[config.mk]
export PLATFORM = sky130hd
export DESIGN_NAME = mult_acc_5x8
export DESIGN_NICKNAME = d
export VERILOG_FILES = /design/src/rtl/mult_acc_5x8_pkg.sv /design/src/rtl/mult_acc_5x8_mult.sv /design/src/rtl/mult_acc_5x8.sv
export SDC_FILE = /design/constraint.sdc
export NUM_CORES = 1
export LEC_CHECK = 0
export ABC_AREA = 1
export BUFFER_PORTS_ARGS = -buffer_cell sky130_fd_sc_hd__buf_2
export CAP_MARGIN = 20
export CORE_MARGIN = 2
export CORE_UTILIZATION = 54
export DETAILED_ROUTE_END_ITERATION = 10
export GPL_TIMING_DRIVEN = 0
export HOLD_SLACK_MARGIN = 0.05
export PLACE_DENSITY_LB_ADDON = 0.1
export SLEW_MARGIN = 10
export SYNTH_ARGS = -nofsm -noshare
export SYNTH_HDL_FRONTEND = slang
export SYNTH_SLANG_ARGS = --single-unit
[constraint.sdc]
create_clock -name CLK -period 3.5 [get_ports CLK]
set_input_delay 0.7 -clock CLK [delete_from_list [all_inputs] [get_ports CLK]]
set_output_delay 0.7 -clock CLK [all_outputs]
set_load 0.05 [all_outputs]
[src/rtl/mult_acc_5x8_pkg.sv]
// Shared constants and state encoding for the 5x8 multiply-accumulate block.
package mult_acc_5x8_pkg;

  localparam int MAX_TERMS = 16;
  localparam int SUM_W     = 17;
  localparam int A_W       = 5;
  localparam int B_W       = 8;
  localparam int PROD_W    = A_W + B_W;
  localparam int CNT_W     = 5;

  typedef enum logic [1:0] {
    IDLE = 2'd0,
    ACC  = 2'd1,
    DONE = 2'd2
  } state_t;

  function automatic logic [SUM_W-1:0] zextProd(input logic [PROD_W-1:0] prod);
    return {{(SUM_W-PROD_W){1'b0}}, prod};
  endfunction

endpackage

[src/rtl/mult_acc_5x8_mult.sv]
// Combinational unsigned 5-bit by 8-bit multiplier giving an exact 13-bit product.
module Multiplier_5bits_8bits (
  input  logic [4:0]  i_a,
  input  logic [7:0]  i_b,
  output logic [12:0] o_p
);

  assign o_p = {8'd0, i_a} * {5'd0, i_b};

endmodule

[src/rtl/mult_acc_5x8.sv]
// Two-stage multiply-accumulate over frames of up to 16 terms, with a
// valid/ready result handshake.
module mult_acc_5x8
  import mult_acc_5x8_pkg::*;
(
  input  logic             CLK,
  input  logic             RST,
  input  logic             IN_VALID,
  output logic             IN_READY,
  input  logic             IN_LAST,
  input  logic [A_W-1:0]   A_NUM,
  input  logic [B_W-1:0]   B_NUM,
  output logic             OUT_VALID,
  input  logic             OUT_READY,
  output logic [SUM_W-1:0] OUT_SUM,
  output logic [CNT_W-1:0] OUT_COUNT,
  output logic             OUT_TRUNC
);

  state_t              r_state;
  state_t              w_nextState;
  logic [A_W-1:0]      r_a;
  logic [B_W-1:0]      r_b;
  logic                r_s1Valid;
  logic                r_s1Close;
  logic                r_s1Trunc;
  logic [SUM_W-1:0]    r_acc;
  logic [CNT_W-1:0]    r_termCnt;
  logic [CNT_W-1:0]    r_acceptCnt;
  logic                r_trunc;
  logic [PROD_W-1:0]   w_prod;
  logic                w_accept;
  logic                w_sixteenth;
  logic                w_close;
  logic                w_release;

  Multiplier_5bits_8bits u_mult (
    .i_a (r_a),
    .i_b (r_b),
    .o_p (w_prod)
  );

  // Ready drops once a closing beat is in flight so no beat of the next frame
  // can slip in before the result has been handed off.
  assign IN_READY    = ~RST & (r_state != DONE) & ~(r_s1Valid & r_s1Close);
  assign w_accept    = IN_VALID & IN_READY;
  assign w_sixteenth = (r_acceptCnt == CNT_W'(MAX_TERMS - 1));
  assign w_close     = IN_LAST | w_sixteenth;
  assign w_release   = (r_state == DONE) & OUT_READY;

  always_ff @(posedge CLK or posedge RST) begin
    if (RST) begin
      r_state <= IDLE;
    end else begin
      r_state <= w_nextState;
    end
  end

  always_comb begin
    w_nextState = r_state;
    case (r_state)
      IDLE:    if (w_accept) w_nextState = ACC;
      ACC:     if (r_s1Valid && r_s1Close) w_nextState = DONE;
      DONE:    if (OUT_READY) w_nextState = IDLE;
      default: w_nextState = IDLE;
    endcase
  end

  always_ff @(posedge CLK or posedge RST) begin
    if (RST) begin
      r_a         <= '0;
      r_b         <= '0;
      r_s1Valid   <= 1'b0;
      r_s1Close   <= 1'b0;
      r_s1Trunc   <= 1'b0;
      r_acceptCnt <= '0;
    end else if (w_release) begin
      r_s1Valid   <= 1'b0;
      r_s1Close   <= 1'b0;
      r_s1Trunc   <= 1'b0;
      r_acceptCnt <= '0;
    end else begin
      r_s1Valid <= w_accept;
      if (w_accept) begin
        r_a         <= A_NUM;
        r_b         <= B_NUM;
        r_s1Close   <= w_close;
        r_s1Trunc   <= w_sixteenth & ~IN_LAST;
        r_acceptCnt <= r_acceptCnt + CNT_W'(1);
      end
    end
  end

  // Stage 2: fold the registered product into the running frame total.
  always_ff @(posedge CLK or posedge RST) begin
    if (RST) begin
      r_acc     <= '0;
      r_termCnt <= '0;
      r_trunc   <= 1'b0;
    end else if (w_release) begin
      r_acc     <= '0;
      r_termCnt <= '0;
      r_trunc   <= 1'b0;
    end else if (r_s1Valid) begin
      r_acc     <= r_acc + zextProd(w_prod);
      r_termCnt <= r_termCnt + CNT_W'(1);
      if (r_s1Close) r_trunc <= r_s1Trunc;
    end
  end

  assign OUT_VALID = (r_state == DONE);
  assign OUT_SUM   = OUT_VALID ? r_acc     : '0;
  assign OUT_COUNT = OUT_VALID ? r_termCnt : '0;
  assign OUT_TRUNC = OUT_VALID & r_trunc;

endmodule

==> results.ini <==
[worst_setup_path]
reg2reg_depth=15
max_stage_delay_ns=0.54
crit_path_end_kind=flip-flop
r2r_end=r_acc[13]$_DFFE_PP0P_
cp_slowest_cell=fa_1
r2r_setup_slack_ns=0.12
cp.arrival_ns=3.57
path_buf_inv=3
cp_data_required_time_ns=3.69
path_cells=nand2_2 -> fa_1 -> inv_1 -> fa_1 -> inv_2 -> fa_1 -> inv_1 -> ha_4 -> nand2_1 -> nor2_1 -> nand3_1 -> nand3_1 -> nand2_1 -> nand2_1 -> o21ai_1
cp_top_family=adder cells
timing_worst_setup_path_type=reg2reg
reg2reg_from=r_a[1]$_DFFE_PP0P_
start_kind=flip-flop
cp_max_fo=8

[synth]
post_synth.cell_area_avg_sq_um=7.29
syn-cell-area_sq_um=3920
syn_inst=537
ys_seq_area_share_pct=29.4
yosysUniqueCellTypes=32
synth_fp_nets=610
ys_ff_latch=46
ys.warnings.count=0

[drt]
drt_iter0_drc=119
dr.pass1.iters=4
via_count=3421
drc=0
top_layer=met4
wl_per_cell_um=12.8
dr_wl_met3_um=338
ant_nets=0
routed-wl-met2_um=4450
wirelength_um=8820
via_per_inst=4.95
drt-met1-wl_um=3890

[layout]
drive_gt1_share_pct=21.5
fillers=695
syn_to_final_growth_pct=17.9
final_cells=691
fin_util_pct=64.7
antennaDiodeCount=0
final_nets=664

[clocking]
cts_tree=built
clk_pin_slew_ns=0.09
clock_sinks=46
clk_latency_ns=0.30
htree_levels=2
cts_buffer_depth=2
cts-root-buf=clkbuf_8
cts_made_buffers=5

[global_routing]
grt.overflow.total=0
grt_pass1_vias=3106
grt_max_degree=25
grt_pass1_wl_um=14100
grt_usage_pct=23.0
antenna_found_initial=0

[placed_design]
io_buffer_count=42
dp.cells=679
gp_congestion=0.888
dp_hpwl_um=6740
post-place-ws_ns=-0.241

[power_and_ir_drop]
vdd_drop_max_mv=0.425
powerDensity_nw_per_um2=870
total_leakage_power_nw=2.75

[sta]
fin_ws_ns=0.119
fmax_mhz=296
worst_slew_pin_slew_ns=0.575
period_share_pct=96.6
fin_worst_skew_ns=0.00447
finalSetupTns_ns=0
slew_violations=0
slew_headroom_pct=61.6
setup_viol=0
min_period_ns=3.38
hold_violations=0

[floorplanning]
start_util_pct=54.9
num_rows=31
die_h_um=89.2
io_pins=43
coreArea_sq_um=7140
die_area_sq_um=7950
dieWidth_um=89.2

[run]
maxCapViolations=0

[min_path]
hold_path_class=in2async

[outcome]
status=finished clean

metal layers:
layer / track usage, % / vias to the layer above
met5: 0 / -
met4: 6.24 / 0
met2: 39.0 / 69
met1: 30.7 / 1640
li1: - / 1698
met3: 3.60 / 14
cell type report:
class | count | area (sq um) | share of cell area, %
Clock buffer | 7 | 86.3 | 1.87
Clock inverter | 1 | 5.00 | 0.108
Sequential cell | 46 | 1160 | 25.2
Buffer | 8 | 58.8 | 1.27
Multi-Input combinational cell | 345 | 2370 | 51.3
Inverter | 133 | 499 | 10.8
Timing Repair Buffer | 52 | 309 | 6.70
Tap cell | 99 | 124 | 2.68
flip-flops by register name, summed over array words and instances, names as in the netlist:
signal	count
r_b	8
r_s1Valid	1
r_a	5
r_acc	17
r_acceptCnt	5
r_termCnt	5
r_state	2
r_trunc	1
r_s1Trunc	1
r_s1Close	1
metrics by stage:
step	total power, mW	cell area [sq um]	hold WS [ns]
global placement	3.03	4250	0.449
global route	4.47	4620	0.499
floorplan	2.59	3920	0.440
detailed placement	3.09	4280	0.462
finish	4.02	4620	0.465
CTS	3.55	4400	0.469
logic make-up after synthesis:
logic type | synth area share, %
and+or+nand+nor | 25.9
buffers and inverters | 14.7
adders and majority gates | 23.1
DFF | 29.4
AOI/OAI and AO/OA | 6.61
xor gates and xnor gates | 0.224
what timing repair did:
action,CTS,global route
setup endpoints to repair,12,11
buffers inserted,1,8
pin swaps,0,32
hold buffers,0,0
endpoints found under the hold margin,0,0
resized for setup,10,47
cells in the mapped netlist, drive strengths merged:
| library cell | n | area share, % |
|---|---|---|
| nand2 | 166 | 16 |
| inv | 133 | 13 |
| dfrtp | 46 | 29 |
| nor2 | 44 | 4.8 |
| fa | 29 | 15 |
| ha | 26 | 8.3 |
| nand3 | 23 | 2.9 |
| o21ai | 20 | 2.7 |
| a21oi | 16 | 2.1 |
| buf | 8 | 1.5 |
| clkbuf | 5 | 0.48 |
| o22ai | 5 | 0.80 |
| nor3 | 4 | 0.80 |
| nand4 | 3 | 0.48 |
| nand3b | 2 | 0.38 |
| o31ai | 2 | 0.64 |
| a22o | 1 | 0.22 |
| a31oi | 1 | 0.16 |
| and2 | 1 | 0.16 |
| or2 | 1 | 0.16 |
| xor2 | 1 | 0.22 |
layout by cell type (no fill, tap or decap), types with 10 or more instances in the layout:
| master | instances |
|---|---|
| buf_2 | 44 |
| inv_1 | 125 |
| o21ai_0 | 17 |
| nand2_2 | 14 |
| dfrtp_1 | 36 |
| ha_1 | 20 |
| fa_1 | 29 |
| dfrtp_2 | 10 |
| nor2_1 | 41 |
| a21oi_1 | 10 |
| nand2_1 | 148 |
| nand3_1 | 18 |
worst reg2reg max path, stage by stage (launching register included):
cell and delay [ns]:
dfrtp_2 0.48, nand2_2 0.08, fa_1 0.50, inv_1 0.05, fa_1 0.54, inv_2 0.04
fa_1 0.53, inv_1 0.06, ha_4 0.30, nand2_1 0.10, nor2_1 0.17, nand3_1 0.10
nand3_1 0.12, nand2_1 0.07, nand2_1 0.06, o21ai_1 0.06
report_power, final:
| group | switching (mW) | leakage [nW] | internal [mW] | total, mW |
|---|---|---|---|---|
| logic | 1.64 | 2.13 | 1.13 | 2.77 |
| registers | 0.181 | 0.568 | 0.717 | 0.898 |
| clock network | 0.190 | 0.0482 | 0.160 | 0.350 |
| total | 2.01 | 2.75 | 2.01 | 4.02 |
worst max path at each step:
| stage | startpoint | to | cells past startpoint |
|---|---|---|---|
| finish | r_a[1]$_DFFE_PP0P_ | r_acc[13]$_DFFE_PP0P_ | 15 |
| floorplan | r_a[4]$_DFFE_PP0P_ | r_acc[15]$_DFFE_PP0P_ | 17 |
| CTS | r_a[4]$_DFFE_PP0P_ | r_acc[16]$_DFFE_PP0P_ | 16 |
| detailed placement | r_a[4]$_DFFE_PP0P_ | r_acc[15]$_DFFE_PP0P_ | 15 |
| global route | r_a[1]$_DFFE_PP0P_ | r_acc[13]$_DFFE_PP0P_ | 15 |
| global placement | r_a[2]$_DFFE_PP0P_ | r_acc[15]$_DFFE_PP0P_ | 17 |
Note: power is estimated with default switching activity, not from simulation.
